<file path="config.mk">
export PLATFORM = sky130hd
export DESIGN_NAME = conv_line_buffer
export DESIGN_NICKNAME = d
export VERILOG_FILES = /design/src/rtl/conv_line_buffer.sv
export SDC_FILE = /design/constraint.sdc
export NUM_CORES = 1
export LEC_CHECK = 0
export CORE_ASPECT_RATIO = 0.7
export CORE_MARGIN = 2
export CORE_UTILIZATION = 24
export DETAILED_ROUTE_END_ITERATION = 10
export DONT_BUFFER_PORTS = 1
export GPL_ROUTABILITY_DRIVEN = 0
export PLACE_DENSITY_LB_ADDON = 0.2
export SETUP_SLACK_MARGIN = 0.15
export SKIP_CTS_REPAIR_TIMING = 1
export SLEW_MARGIN = 30
export SYNTH_ARGS = -nofsm -noshare
export SYNTH_HDL_FRONTEND = slang
export SYNTH_SLANG_ARGS = --single-unit
</file>
<file path="constraint.sdc">
create_clock -name clk -period 3 [get_ports clk]
set_clock_uncertainty 0.1 [all_clocks]
set_input_delay 0.6 -clock clk [delete_from_list [all_inputs] [get_ports clk]]
set_output_delay 0.6 -clock clk [all_outputs]
set_load 0.01 [all_outputs]
</file>
<file path="src/rtl/conv_line_buffer.sv">
// rtl/conv_line_buffer.sv - three-row rotating line buffer feeding the convolve stage
// Presents one vertically aligned column per shift_buffer pulse and slides down one row per band.
module conv_line_buffer #(
  parameter int BIT_DEPTH = 8,
  parameter int IMG_W     = 8,
  parameter int IMG_H     = 8
) (
  input  logic                     clk,
  input  logic                     rst,
  input  logic                     start,
  input  logic [BIT_DEPTH-1:0]     pix_in,
  input  logic                     pix_valid,
  output logic                     pix_ready,
  input  logic                     shift_buffer,
  output logic [BIT_DEPTH-1:0]     in_l1,
  output logic [BIT_DEPTH-1:0]     in_l2,
  output logic [BIT_DEPTH-1:0]     in_l3,
  output logic                     lines_valid,
  output logic [$clog2(IMG_W)-1:0] col_idx,
  output logic                     busy,
  output logic                     frame_done
);

  localparam int CW = $clog2(IMG_W);
  localparam int BW = $clog2(IMG_H);

  typedef enum logic [2:0] {S_IDLE, S_FILL, S_SERVE, S_REFILL, S_DONE} state_t;

  state_t               state_q;
  logic [BIT_DEPTH-1:0] bank_q [3][IMG_W];
  logic [CW-1:0]        wr_col_q, col_q, col_d;
  logic [1:0]           row_cnt_q, top_q, top1, top2, wr_bank;
  logic [BW-1:0]        band_q;
  logic [BIT_DEPTH-1:0] l1_q, l2_q, l3_q;
  logic                 pix_ready_q, lines_valid_q, busy_q, frame_done_q;
  logic                 accept, last_col_wr;

  function automatic logic [1:0] inc3(input logic [1:0] v);
    return (v == 2'd2) ? 2'd0 : v + 2'd1;
  endfunction

  always_comb begin
    accept      = pix_valid & pix_ready_q;
    last_col_wr = (wr_col_q == CW'(IMG_W - 1));
    wr_bank     = (state_q == S_FILL) ? row_cnt_q : top_q;
    col_d       = col_q + CW'(1);
    top1        = inc3(top_q);
    top2        = inc3(top1);
  end

  // Bank storage carries no reset; contents are only read after being written this frame.
  always_ff @(posedge clk) begin
    if (!rst && accept) begin
      bank_q[wr_bank][wr_col_q] <= pix_in;
    end
  end

  always_ff @(posedge clk) begin
    if (rst) begin
      state_q       <= S_IDLE;
      wr_col_q      <= '0;
      row_cnt_q     <= '0;
      band_q        <= '0;
      top_q         <= '0;
      col_q         <= '0;
      l1_q          <= '0;
      l2_q          <= '0;
      l3_q          <= '0;
      pix_ready_q   <= 1'b0;
      lines_valid_q <= 1'b0;
      busy_q        <= 1'b0;
      frame_done_q  <= 1'b0;
    end else begin
      frame_done_q <= 1'b0;
      case (state_q)
        S_IDLE: begin
          if (start) begin
            state_q     <= S_FILL;
            pix_ready_q <= 1'b1;
            busy_q      <= 1'b1;
            wr_col_q    <= '0;
            row_cnt_q   <= '0;
            band_q      <= '0;
            top_q       <= '0;
          end
        end
        S_FILL: begin
          if (accept) begin
            if (last_col_wr) begin
              wr_col_q <= '0;
              if (row_cnt_q == 2'd2) begin
                // Column 0 of every row is already stored, so it can be presented right away.
                state_q       <= S_SERVE;
                pix_ready_q   <= 1'b0;
                lines_valid_q <= 1'b1;
                col_q         <= '0;
                l1_q          <= bank_q[top_q][0];
                l2_q          <= bank_q[top1][0];
                l3_q          <= bank_q[top2][0];
              end else begin
                row_cnt_q <= row_cnt_q + 2'd1;
              end
            end else begin
              wr_col_q <= wr_col_q + CW'(1);
            end
          end
        end
        S_SERVE: begin
          if (shift_buffer && lines_valid_q) begin
            if (col_q != CW'(IMG_W - 1)) begin
              col_q <= col_d;
              l1_q  <= bank_q[top_q][col_d];
              l2_q  <= bank_q[top1][col_d];
              l3_q  <= bank_q[top2][col_d];
            end else begin
              lines_valid_q <= 1'b0;
              if (band_q != BW'(IMG_H - 3)) begin
                band_q      <= band_q + BW'(1);
                state_q     <= S_REFILL;
                pix_ready_q <= 1'b1;
                wr_col_q    <= '0;
              end else begin
                state_q      <= S_DONE;
                frame_done_q <= 1'b1;
              end
            end
          end
        end
        S_REFILL: begin
          if (accept) begin
            if (last_col_wr) begin
              // The refilled (oldest) bank becomes the bottom row; the window rotates down.
              wr_col_q      <= '0;
              state_q       <= S_SERVE;
              pix_ready_q   <= 1'b0;
              lines_valid_q <= 1'b1;
              col_q         <= '0;
              top_q         <= top1;
              l1_q          <= bank_q[top1][0];
              l2_q          <= bank_q[top2][0];
              l3_q          <= bank_q[top_q][0];
            end else begin
              wr_col_q <= wr_col_q + CW'(1);
            end
          end
        end
        S_DONE: begin
          state_q <= S_IDLE;
          busy_q  <= 1'b0;
        end
        default: state_q <= S_IDLE;
      endcase
    end
  end

  assign pix_ready   = pix_ready_q;
  assign in_l1       = l1_q;
  assign in_l2       = l2_q;
  assign in_l3       = l3_q;
  assign lines_valid = lines_valid_q;
  assign col_idx     = col_q;
  assign busy        = busy_q;
  assign frame_done  = frame_done_q;

endmodule

</file>
==> results.ini <==
[outcome]
status = completed

[floorplanning]
die_h_um = 201
start_util_pct = 24.2
fp.coreArea_mm2 = 0.0550
die_area_mm2 = 0.0573
num_io_pins = 44
rows = 72
die_w_um = 285

[placement]
dp_hpwl_mm = 34.5
portBuffers = 0
dpl.cell_count = 1763
pre_cts_ws_ps = 273

[sta]
finalHoldViolCount = 0
slew_headroom_pct = 41.7
rsz0062_at_grt = no
setup_viol = 0
timing.fmax_mhz = 366
layout_setup_ws_ps = 264
whs_ps = 21.0
fin_crit_sh_pct = 91.2
min_period_ps = 2740
slew_violations = 0
tns_ps = 0
worst_pin_slew_ps = 872

[global_route]
overflow = 0
first_global_vias = 9171
grt_util_all_layers_pct = 16.7
antenna_found_initial = 1
grt_pass1_wl_mm = 69.7
grt_max_degree = 56

[route]
vias = 9561
dr.pass1.iters = 5
routed_via_density = 5.27
drc = 0
drtIter0Drc = 991
ant_nets = 0
wirelength_mm = 49.0
detail_route.wl_per_cell_um = 27.0

[setup_path]
crit_type = flop to flop
crit_required_ps = 3390
crit_path_start_kind = flop
ff2ff_path_depth = 8
cp_data_arrival_time_ps = 3130
reg2reg_from = col_idx[0]$_SDFFE_PP0P_
cp_max_fo = 6
worst-r2r-setup-slack_ps = 260
worstReg2RegEnd = in_l1[0]$_SDFFE_PP0P_
critical_path.endpoint_type = flop

[yosys]
yosysSeqAreaShare_pct = 50.3
synth-simple-area-share_pct = 9.25
synth_xor_area_share_pct = 0.132
ys.warnings.count = 0
syn_nets = 1052
synthFlopType = edfxtp_1
ys_ff_latch = 238
synthAdderAreaFrac_pct = 0.660
ys_async_sr_fraction_pct = 0
synth-compound-area-share_pct = 10.5
synth_cell_type_count = 67
synth_top_family_by_area = multiplexers
syn_inst = 1032
synth_area_mm2 = 0.0133
synthMuxAreaShare_pct = 25.2
avgSynthCellArea_um2 = 12.9
synth-edff-count = 192

[clock_network]
cts_sinks = 238
htree_levels = 1
cts_buffers = 25
tritoncts = done
cts.reportedPaths.clkPinSlew_ps = 70
clkLatencyLatePin_ps = 570
clockBufferDepth = 3
clockRootBuffer = clkbuf_16

[final_layout]
instances_no_fill = 1814
nets = 1075
final_layout_size_suffix_gt1_share_pct = 18.5
area_growth_pct = 16.0
diodes = 0
mostFrequentLayoutCells = edfxtp_1 (192), nor2_1 (113), mux2i_1 (91)
mostFrequentLayoutCell = edfxtp_1

[job]
cap_violations = 0

[hold_path]
whs_endpoint = bank_q[1][55]$_DFFE_PP_
hp-class = input pin to flop
holdPathStages = 0
hp-start = pix_in[7]

[power]
power_density_mw_per_mm2 = 459
ir_drop_uv = 369
p_leak_uw = 0.00486

Yosys cell counts (all sizes together), types with 12 or more instances:
cell    instances  area share (%)
a211oi         46             2.6
a21oi          21            0.79
a311oi         18             1.2
buf            58             2.8
clkbuf         30            0.85
dfxtp          46             6.9
edfxtp        192              43
mux2           76             6.4
mux2i          91             6.9
mux4           70              12
nand2          32            0.90
nand2b         12            0.57
nand3          13            0.53
nor2          114             3.2
nor2b          30             1.4
nor3           24            0.90
o21ai          22            0.83
o22ai          21            0.99
where the power goes:
group / leakage [uW] / internal (uW) / switching [uW] / total, uW
Combinational: 0.00234 / 29.4 / 53.2 / 82.7
Sequential: 0.00210 / 3570 / 10.3 / 3580
Clock: 0.000418 / 1970 / 1430 / 3410
Total: 0.00486 / 5570 / 1490 / 7070
logic make-up (layout without fill, tap and decap cells):
family,Yosys count,after routing
simple gates,255,255
flops,238,238
mux,237,237
compound gates,196,196
buf+inv,97,139
fa+ha+maj,7,7
xor+xnor,2,2
stage by stage:
step / power, uW / instance area [um^2] / utilization [%]
after floorplan: 3710 / 13300 / -
after global placement: 3720 / 14500 / 26.3
after detailed placement: 3720 / 14500 / 26.3
after CTS: 7130 / 15300 / 27.9
after global routing: 7270 / 15400 / 28.0
final: 7070 / 15400 / 28.0
area by class of cell:
| class | instances | area, um^2 |
|---|---|---|
| Fill cell | 5652 | 39600 |
| Sequential cell | 238 | 6700 |
| Multi-Input combinational cell | 697 | 6120 |
| Tap cell | 740 | 926 |
| Timing Repair Buffer | 84 | 756 |
| Clock buffer | 29 | 641 |
| Clock inverter | 17 | 228 |
| Inverter | 9 | 33.8 |
worst max-delay path, cell delays in order, from the launching register on:
cell and delay, ps:
dfxtp_4 360, ha_4 150, ha_1 390, nor4bb_4 450, nor2b_1 660, a32oi_1 120
buf_4 170, o2111a_1 100, a31oi_1 170
state kept, by name (all words and copies together), names as in the netlist, named ones only:
signal	count
col_idx	3
lines_valid	1
frame_done	1
band_q	3
in_l1	8
state_q	3
top_q	2
pix_ready	1
in_l2	8
wr_col_q	3
row_cnt_q	2
in_l3	8
busy	1
bank_q	192
layer usage:
layer  track usage (%)  up-vias  share of wire [%]
met3              3.75       45                9.0
met4              3.05        0                1.9
met2              23.5      379                 41
met5                 0        -                  0
met1              25.8     4992                 48
li1                  -     4145                  -
worst max-delay path by stage:
| stage | from | slack (ps) | depth (start not counted) | to |
|---|---|---|---|---|
| global placement | col_idx[0]$_SDFFE_PP0P_ | 240 | 7 | in_l3[7]$_SDFFE_PP0P_ |
| detailed placement | col_idx[0]$_SDFFE_PP0P_ | 270 | 7 | in_l3[7]$_SDFFE_PP0P_ |
| floorplan | col_idx[0]$_SDFFE_PP0P_ | 800 | 8 | in_l1[3]$_SDFFE_PP0P_ |
| finish | col_idx[0]$_SDFFE_PP0P_ | 260 | 8 | in_l1[0]$_SDFFE_PP0P_ |
| CTS | col_idx[0]$_SDFFE_PP0P_ | 260 | 7 | in_l3[7]$_SDFFE_PP0P_ |
| global route | top_q[0]$_SDFFE_PP0N_ | 220 | 7 | in_l3[2]$_SDFFE_PP0P_ |
Power figures use the tool's default switching activity.
